==> config.mk <==
export PLATFORM = sky130hd
export DESIGN_NAME = interrupt_controller
export DESIGN_NICKNAME = d
export VERILOG_FILES = /design/src/rtl/int_ctrl_pkg.sv /design/src/rtl/int_edge_detect.sv /design/src/rtl/interrupt_controller.sv
export SDC_FILE = /design/constraint.sdc
export NUM_CORES = 1
export LEC_CHECK = 0
export ABC_AREA = 1
export CORE_ASPECT_RATIO = 1.2
export CORE_MARGIN = 5
export CORE_UTILIZATION = 38
export DETAILED_ROUTE_END_ITERATION = 10
export PLACE_DENSITY = 0.79
export SLEW_MARGIN = 20
export SYNTH_ARGS = -nofsm -noshare
export SYNTH_HDL_FRONTEND = slang
export SYNTH_HIERARCHICAL = 1
export SYNTH_SLANG_ARGS = --single-unit
==> constraint.sdc <==
create_clock -name CLK -period 2.1 [get_ports CLK]
set_input_delay 0.42 -clock CLK [delete_from_list [all_inputs] [get_ports CLK]]
set_output_delay 0.42 -clock CLK [all_outputs]
set_load 0.01 [all_outputs]
==> src/rtl/int_ctrl_pkg.sv <==
// Shared definitions for the two-source interrupt controller.
//   state_e       : request FSM encoding
//   CFG_*         : config register bit indices
//   STS_*         : status readback field positions
//   src_t         : source identifier (two sources -> one bit)
package int_ctrl_pkg;

    typedef enum logic {
        ST_IDLE   = 1'b0,
        ST_ASSERT = 1'b1
    } state_e;

    localparam int SRC_W = 1;
    typedef logic [SRC_W-1:0] src_t;

    localparam int CFG_GIE    = 0;
    localparam int CFG_EN0    = 1;
    localparam int CFG_EN1    = 2;
    localparam int CFG_ERRCLR = 8;

    localparam int STS_GIE   = 0;
    localparam int STS_EN0   = 1;
    localparam int STS_EN1   = 2;
    localparam int STS_PEND0 = 3;
    localparam int STS_PEND1 = 4;
    localparam int STS_ISR0  = 5;
    localparam int STS_ISR1  = 6;
    localparam int STS_DEPTH = 7;   // two bits, [8:7]
    localparam int STS_ERR   = 9;

endpackage

==> src/rtl/int_edge_detect.sv <==
// Rising-edge detector for one pre-synchronised interrupt pin.
//   CLK, Reset : clock and synchronous active-high reset
//   sig_i      : pin level
//   rise_o     : high for the cycle in which sig_i is 1 and was 0 last cycle
module int_edge_detect (
    input  logic CLK,
    input  logic Reset,
    input  logic sig_i,
    output logic rise_o
);

    logic prev_q;

    always_ff @(posedge CLK) begin
        if (Reset) prev_q <= 1'b0;
        else       prev_q <= sig_i;
    end

    assign rise_o = sig_i & ~prev_q;

endmodule

==> src/rtl/interrupt_controller.sv <==
// Two-source interrupt controller: edge-latched pending bits, enable mask,
// one-bit priority levels, request/acknowledge FSM and a 2-deep level stack
// tracking nested service routines.
//   CLK, Reset          : clock, synchronous active-high reset
//   int0, int1          : source request pins (rising-edge triggered)
//   intLvl0, intLvl1    : source priority levels (1 = high)
//   intWrite, intDataIn : config write ([0]GIE [1]EN0 [2]EN1, [8]=1 clears err)
//   intDataOut          : registered status readback
//   intAck, intRet      : core acknowledge / return-from-interrupt pulses
//   intr, intVec        : registered request and vector of last acknowledged source
//
// state     | meaning
// ST_IDLE   | no request to core; waiting for a qualified pending source
// ST_ASSERT | intr high for latched winner; waiting for intAck
module interrupt_controller
    import int_ctrl_pkg::*;
#(
    parameter logic [15:0] VEC_BASE   = 16'h0040,
    parameter logic [15:0] VEC_STRIDE = 16'h0010
) (
    input  logic        CLK,
    input  logic        Reset,
    input  logic        int0,
    input  logic        int1,
    input  logic        intLvl0,
    input  logic        intLvl1,
    input  logic        intWrite,
    input  logic [15:0] intDataIn,
    output logic [15:0] intDataOut,
    input  logic        intAck,
    input  logic        intRet,
    output logic        intr,
    output logic [15:0] intVec
);

    state_e      state_q, state_d;
    src_t        win_q, win_d;
    logic [2:0]  cfg_q, cfg_d;
    logic [1:0]  pend_q, pend_d;
    logic [1:0]  isr_q, isr_d;
    logic [1:0]  depth_q, depth_d;
    logic [1:0]  stk_src_q, stk_lvl_q;
    logic        err_q, err_d;
    logic        intr_q;
    logic [15:0] vec_q, vec_d;
    logic [15:0] sts_q;

    logic [1:0]  rise, lvl, qual;
    logic        top_idx, top_lvl, pick, push, pop;

    int_edge_detect u_edge0 (.CLK(CLK), .Reset(Reset), .sig_i(int0), .rise_o(rise[0]));
    int_edge_detect u_edge1 (.CLK(CLK), .Reset(Reset), .sig_i(int1), .rise_o(rise[1]));

    always_comb begin
        lvl     = {intLvl1, intLvl0};
        top_idx = (depth_q == 2'd2);
        top_lvl = stk_lvl_q[top_idx];

        // A nested source must strictly outrank the routine currently running.
        qual[0] = cfg_q[CFG_GIE] & cfg_q[CFG_EN0] & pend_q[0] & ~isr_q[0]
                & ((depth_q == 2'd0) | (lvl[0] & ~top_lvl));
        qual[1] = cfg_q[CFG_GIE] & cfg_q[CFG_EN1] & pend_q[1] & ~isr_q[1]
                & ((depth_q == 2'd0) | (lvl[1] & ~top_lvl));
        // Source 1 only wins alone or with a strictly higher level.
        pick = qual[1] & (~qual[0] | (lvl[1] & ~lvl[0]));

        state_d = state_q;
        win_d   = win_q;
        push    = 1'b0;
        pop     = 1'b0;
        err_d   = err_q;
        vec_d   = vec_q;
        pend_d  = pend_q;
        isr_d   = isr_q;
        depth_d = depth_q;
        cfg_d   = cfg_q;

        case (state_q)
            ST_IDLE: begin
                if (|qual) begin
                    state_d = ST_ASSERT;
                    win_d   = pick;
                end
            end
            ST_ASSERT: begin
                if (!qual[win_q]) begin
                    state_d = ST_IDLE;
                end else if (intAck) begin
                    state_d = ST_IDLE;
                    push    = 1'b1;
                end
            end
            default: state_d = ST_IDLE;
        endcase

        if (intWrite) begin
            cfg_d = intDataIn[2:0];
            if (intDataIn[CFG_ERRCLR]) err_d = 1'b0;
        end

        if (intAck && !intr_q) err_d = 1'b1;
        if (intAck && intRet)  err_d = 1'b1;
        if (intRet && !intAck) begin
            if (depth_q == 2'd0) err_d = 1'b1;
            else                 pop   = 1'b1;
        end

        if (push) begin
            pend_d[win_q] = 1'b0;
            isr_d[win_q]  = 1'b1;
            depth_d       = depth_q + 2'd1;
            vec_d         = win_q ? (VEC_BASE + VEC_STRIDE) : VEC_BASE;
        end
        if (pop) begin
            isr_d[stk_src_q[top_idx]] = 1'b0;
            depth_d                   = depth_q - 2'd1;
        end
        // A new edge in the same cycle as the ack-clear keeps the source pending.
        pend_d = pend_d | rise;
    end

    always_ff @(posedge CLK) begin
        if (Reset) begin
            state_q   <= ST_IDLE;
            win_q     <= '0;
            cfg_q     <= '0;
            pend_q    <= '0;
            isr_q     <= '0;
            depth_q   <= '0;
            stk_src_q <= '0;
            stk_lvl_q <= '0;
            err_q     <= 1'b0;
            intr_q    <= 1'b0;
            vec_q     <= VEC_BASE;
            sts_q     <= '0;
        end else begin
            state_q <= state_d;
            win_q   <= win_d;
            cfg_q   <= cfg_d;
            pend_q  <= pend_d;
            isr_q   <= isr_d;
            depth_q <= depth_d;
            err_q   <= err_d;
            intr_q  <= (state_d == ST_ASSERT);
            vec_q   <= vec_d;
            if (push) begin
                stk_src_q[depth_q[0]] <= win_q;
                stk_lvl_q[depth_q[0]] <= lvl[win_q];
            end
            sts_q <= {6'b0, err_d, depth_d, isr_d, pend_d, cfg_d};
        end
    end

    assign intr       = intr_q;
    assign intVec     = vec_q;
    assign intDataOut = sts_q;

endmodule

==> impl_metrics.py, run 1 <==
metrics = {
    "critical_path": {
        "path_class": "flip-flop to flip-flop",
        "critPathSlowestCell": "dfxtp_1",
        "endpoint_kind": "flip-flop",
        "cp_num_buf_inv": 2,
        "crit_required_ns": 2.35,
        "r2r_setup_slack_ns": 0.35,
        "crit_fanout": 7,
        "cp.depth": 12,
        "startpoint_type": "flip-flop",
        "r2r_end": "stk_lvl_q[1]$_SDFFE_PP0P_",
        "critical_path_arrival_ns": 2.00,
        "crit_chain": "inv_1 > ha_1 > inv_2 > nand2_2 > nand3_1 > nand2_1 > nand3_2 > nand2_4 > nand2_4 > nor2_4 > nand2_1 > a21oi_1",
        "reg2reg_depth": 12,
        "path_delay_family": "simple AND/OR/NAND/NOR gates",
        "worstReg2RegStart": "depth_q[0]$_SDFFE_PP0P_",
        "worst_path_largest_cell_delay_ns": 0.34,
    },
    "global_routing": {
        "grt-ovfl-total": 0,
        "grt_use_total_pct": 11.33,
        "grt_pass1_wl_um": 3429,
        "antenna_found_initial": 0,
        "grt_max_degree": 13,
        "grt_pass1_vias": 834,
    },
    "yosys": {
        "async_flop_share_pct": 0,
        "synthTopCellsByCount": "buf_4, nand2_1, nor2_1",
        "synth.most_common_cell": "buf_4",
        "syn_inst": 151,
        "synth_warnings": 6,
        "synth_ff_type": "dfxtp_1",
        "synth_area_um2": 1067,
        "syn_avg_cell_area_um2": 7.068,
        "synth-seq-cells": 19,
        "synth.distinct_cells": 19,
        "synthTopCellsByArea": "dfxtp_1, buf_4, nand2_1",
        "synth_edf_count": 0,
        "yosysTopAreaCell": "dfxtp_1",
        "seq_area_frac_synth_pct": 35.64,
        "yosysTopAreaCellShare_pct": 35.64,
    },
    "power": {
        "p_per_area_nw_per_um2": 524.9,
        "p_leak_nw": 0.5739,
        "ir_drop_v": 0.0004550,
    },
    "place": {
        "gp_congestion": 0.8384,
        "dpl_cell_area_um2": 1260,
        "place_hpwl_um": 1753,
        "io_buffers": 24,
    },
    "layout": {
        "design_area_um2": 1290,
        "fin_nets": 204,
        "area_delta_synth_final_pct": 20.87,
        "drive_gt1_share_pct": 7.386,
        "num_antenna_cells": 0,
    },
    "detailed_routing": {
        "ant_nets": 0,
        "wl_per_cell_um": 10.68,
        "drc": 0,
        "wirelength_um": 2242,
        "vias_per_cell": 4.495,
        "first_pass_iters": 4,
        "first_iter_violations": 21,
        "vias": 944,
    },
    "hold_path": {
        "hold_path.startpoint": "stk_lvl_q[1]$_SDFFE_PP0P_",
        "whs_path_depth": 2,
        "hold_class": "flip-flop to flip-flop",
        "min_to": "stk_lvl_q[1]$_SDFFE_PP0P_",
    },
    "sta": {
        "setup_viol": 0,
        "slew_violations": 0,
        "hold_violations": 0,
        "finalClockSkew_ns": 0.006978,
        "period_share_pct": 83.30,
        "setup_tns_ns": 0,
        "rsz0062_at_grt": "no",
        "fmax_mhz": 571.6,
        "period_needed_ns": 1.749,
    },
    "clock_tree": {
        "cts_tree": "done",
        "clk_pin_slew_ns": 0.11,
        "clkLatencyLatePin_ns": 0.32,
        "clock_sinks": 19,
        "cts.path.max_buffers": 2,
        "cts-htree-levels": 1,
        "ctsResizeCount": 0,
        "post_cts_buffers": 0,
        "cts_buffers": 3,
        "cts_root_buf": "clkbuf_4",
        "cts_hold_buf": 0,
    },
    "die": {
        "die_y_um": 68.06,
        "start_util_pct": 38.68,
        "row_count": 21,
        "die_w_um": 58.38,
        "core_area_um2": 2759,
        "top_level_ports": 58,
        "die_area_um2": 3973,
    },
    "run": {
        "cap_violations": 0,
    },
    "run_status": {
        "status": "complete, no violations",
    },
}
## state kept, by name, indices dropped and copies added, names as in the netlist, 2 cells and up
| signal | count |
|---|---|
| intDataOut | 4 |
| cfg_q | 2 |
| stk_lvl_q | 2 |
| stk_src_q | 2 |
## worst max-delay path by stage
| stage | from | end | slack (ns) |
|---|---|---|---|
| floorplan | depth_q[0]$_SDFFE_PP0P_ | stk_lvl_q[1]$_SDFFE_PP0P_ | 0.52 |
| global placement | intAck | intDataOut[8]$_SDFFE_PP0P_ | 0.31 |
| detailed placement | intAck | intDataOut[8]$_SDFFE_PP0P_ | 0.28 |
| CTS | depth_q[0]$_SDFFE_PP0P_ | stk_lvl_q[1]$_SDFFE_PP0P_ | 0.34 |
| global route | depth_q[0]$_SDFFE_PP0P_ | stk_src_q[0]$_SDFFE_PP0P_ | 0.19 |
| finish | depth_q[0]$_SDFFE_PP0P_ | stk_lvl_q[1]$_SDFFE_PP0P_ | 0.35 |
## layout make-up
type,count,area (um^2)
clock inverters,1,7.507
clock buffers,3,22.52
repair buffers,25,247.7
fillers,286,1469
inverters,19,71.32
multi-input cells,109,518.0
flip-flops and latches,19,380.4
well taps,34,42.54
## worst reg2reg max path, cell delays in order, from the launching register on
cell     delay [ns]
dfxtp_1        0.34
inv_1          0.22
ha_1           0.27
inv_2          0.05
nand2_2        0.05
nand3_1        0.07
nand2_1        0.13
nand3_2        0.10
nand2_4        0.13
nand2_4        0.08
nor2_4         0.09
nand2_1        0.06
a21oi_1        0.11
## logic make-up after synthesis
| logic type | count (synthesis) | share of synthesized area [%] |
|---|---|---|
| flops | 19 | 35.64 |
| compound gates | 25 | 11.96 |
| buf+inv | 42 | 22.51 |
| fa+ha+maj | 2 | 2.344 |
| other cells | 2 | 0.7037 |
| simple gates | 61 | 26.85 |
## layout by cell type (no fill, tap or decap)
cell type,instances
nor2_1,21
a21boi_0,1
inv_2,1
o21ai_0,12
nand3_1,10
dfxtp_1,19
ha_1,2
a21oi_1,12
nand3_2,2
buf_4,1
or2_2,1
nand2_4,2
clkbuf_4,3
clkinvlp_4,1
nor2_4,1
nand2_1,21
inv_1,18
nand2_2,1
nand4_1,2
conb_1,21
clkdlybuf4s50_1,24
## through the flow
step	power, mW	cells	setup slack (ns)	utilization [%]	hold WS [ns]
final	0.6772	210	0.3506	46.76	0.4767
after global routing	0.7045	210	0.1900	46.76	0.5095
after CTS	0.6802	210	0.3361	46.76	0.4792
after detailed placement	0.4817	206	0.2839	45.67	0.4628
after global placement	0.4807	206	0.3073	45.67	0.4577
after floorplan	0.4624	170	0.5242	-	0.4450
## power by group
group	switching, mW	internal (mW)
registers	0.00739	0.372
logic	0.0507	0.0449
clock network	0.130	0.0729
## routing by layer
layer / global-route usage [%] / up-vias / share of wire [%]
li1: - / 486 / -
met5: 0 / - / 0
met4: 8.116 / 0 / 1.2
met3: 3.396 / 4 / 7.3
met2: 18.58 / 31 / 49
met1: 12.36 / 423 / 43
(Power assumes the default switching activity.)
==> run 2, diff against run 1 <==
- clock period: 2.1 -> 1.7 ns (I/O delays scaled with it)
==> run 2 against run 1 <==
  * Sequential power up 23%
  * Sequential share of layout area is 1.1 points lower
  * Sequential cell count unchanged
  * Largest cell class unchanged
  * Total power increased by 21%
  * Non-clock buffer count rose by 4
  * Largest power group unchanged
  * Highest routed layer is now met3
  * Worst hold slack better by 0.0018 ns
  * Utilization increased by 2.2 points
  * Global-route usage increased by 0.66 points
  * Setup slack got worse by 0.25 ns
  * Register-to-register slack worse by 0.19 ns
  * Final cell count up 1.9%
==> impl_metrics.py, run 2 (synthesis gave the netlist of run 1 again) <==
metrics = {
    "die": {
        "core_area_um2": 2759,
        "die_w_um": 58.38,
        "die_area_um2": 3973,
        "top_level_ports": 58,
        "die_y_um": 68.06,
        "start_util_pct": 38.68,
        "row_count": 21,
    },
    "critical_path": {
        "worst_path_largest_cell_delay_ns": 0.56,
        "crit_required_ns": 1.36,
        "path_delay_family": "buffers and inverters",
        "critical_path_arrival_ns": 1.26,
        "path_class": "flip-flop to output port",
        "crit_chain": "clkdlybuf4s50_1",
        "critPathSlowestCell": "clkdlybuf4s50_1",
        "cp_num_buf_inv": 1,
        "crit_fanout": 3,
        "startpoint_type": "flip-flop",
        "endpoint_kind": "output port",
    },
    "detailed_routing": {
        "drc": 0,
        "wl_per_cell_um": 10.46,
        "wirelength_um": 2239,
        "ant_nets": 0,
        "first_iter_violations": 14,
        "first_pass_iters": 4,
        "vias": 963,
        "vias_per_cell": 4.500,
    },
    "layout": {
        "final_common_cell": "clkdlybuf4s50_1",
        "drive_gt1_share_pct": 12.22,
        "num_antenna_cells": 0,
        "fin_nets": 208,
        "final_util_pct": 48.98,
        "design_area_um2": 1351,
        "largest_reg_flops": 4,
        "final_cell_mix": "clkdlybuf4s50_1, nor2_1, conb_1, nand2_1, inv_1",
        "area_delta_synth_final_pct": 26.61,
    },
    "clock_tree": {
        "cts-htree-levels": 1,
        "cts.path.max_buffers": 2,
        "clk_pin_slew_ns": 0.11,
        "clkLatencyLatePin_ns": 0.30,
        "cts_hold_buf": 0,
        "cts_buffers": 3,
        "cts_tree": "done",
        "cts_root_buf": "clkbuf_4",
        "clock_sinks": 19,
    },
    "place": {
        "dpl_cell_area_um2": 1295,
        "gp_congestion": 0.8787,
        "place_hpwl_um": 1784,
        "io_buffers": 24,
        "post-place-ws_ns": -0.02383,
    },
    "power": {
        "p_leak_nw": 0.6025,
        "p_per_area_nw_per_um2": 606.9,
        "ir_drop_v": 0.0004246,
        "fin_total_pwr_uw": 820.1,
    },
    "sta": {
        "hold_violations": 0,
        "fin_ws_ns": 0.09837,
        "setup_tns_ns": 0,
        "setup_viol": 0,
        "period_share_pct": 94.21,
        "finalClockSkew_ns": 0.005773,
        "slew_violations": 0,
        "period_needed_ns": 1.602,
        "fmax_mhz": 624.4,
    },
    "global_routing": {
        "grt-ovfl-total": 0,
        "antenna_found_initial": 0,
        "grt_pass1_wl_um": 3657,
        "grt_max_degree": 12,
        "grt_use_total_pct": 11.98,
        "grt_pass1_vias": 878,
    },
    "hold_path": {
        "hold_class": "flip-flop to flip-flop",
    },
    "run": {
        "cap_violations": 0,
    },
    "run_status": {
        "status": "complete, no violations",
    },
}
## run 2: worst paths after layout
path         slack, ns                       from  cells past startpoint                          to
max                0.1   intDataOut[6]$_SDFF_PP0_                      1               intDataOut[6]
min               0.48  stk_src_q[1]$_SDFFE_PP0P_                      2   stk_src_q[1]$_SDFFE_PP0P_
max reg2reg       0.16    depth_q[0]$_SDFFE_PP0P_                      9  intDataOut[8]$_SDFFE_PP0P_
min reg2reg       0.48  stk_src_q[1]$_SDFFE_PP0P_                      2   stk_src_q[1]$_SDFFE_PP0P_
## run 2: cell type report
cell class | instances | area, um^2
inverters | 19 | 71.32
multi-input cells | 109 | 533.0
flip-flops and latches | 19 | 384.1
well taps | 34 | 42.54
fillers | 276 | 1408
clock buffers | 4 | 26.28
repair buffers | 29 | 294.0
## run 2: per-stage QoR
stage / instances / hold WS [ns]
final: 214 / 0.4785
after detailed placement: 209 / 0.4627
after global placement: 209 / 0.4543
after global routing: 214 / 0.5012
after CTS: 213 / 0.4779
after floorplan: 170 / 0.4124
## run 2: layer usage
metal | up-vias | GRT usage, % | routed length, um
met1 | 441 | 13.80 | 941
met2 | 27 | 20.53 | 1122
met4 | 0 | 5.217 | 0
met5 | - | 0 | 0
li1 | 495 | - | -
met3 | 0 | 3.396 | 175
## run 2: timing repair
| item | in CTS | in global routing |
|---|---|---|
| hold endpoints to repair | 0 | 0 |
| setup buffers | 0 | 1 |
| gates resized for setup | 0 | 8 |
| setup endpoints to repair | 0 | 8 |
## run 2: power by group
part / internal, mW / switching, mW / total [mW]
Combinational: 0.0564 / 0.0621 / 0.119
Clock: 0.0915 / 0.142 / 0.234
Sequential: 0.459 / 0.00900 / 0.468
Total: 0.607 / 0.213 / 0.820
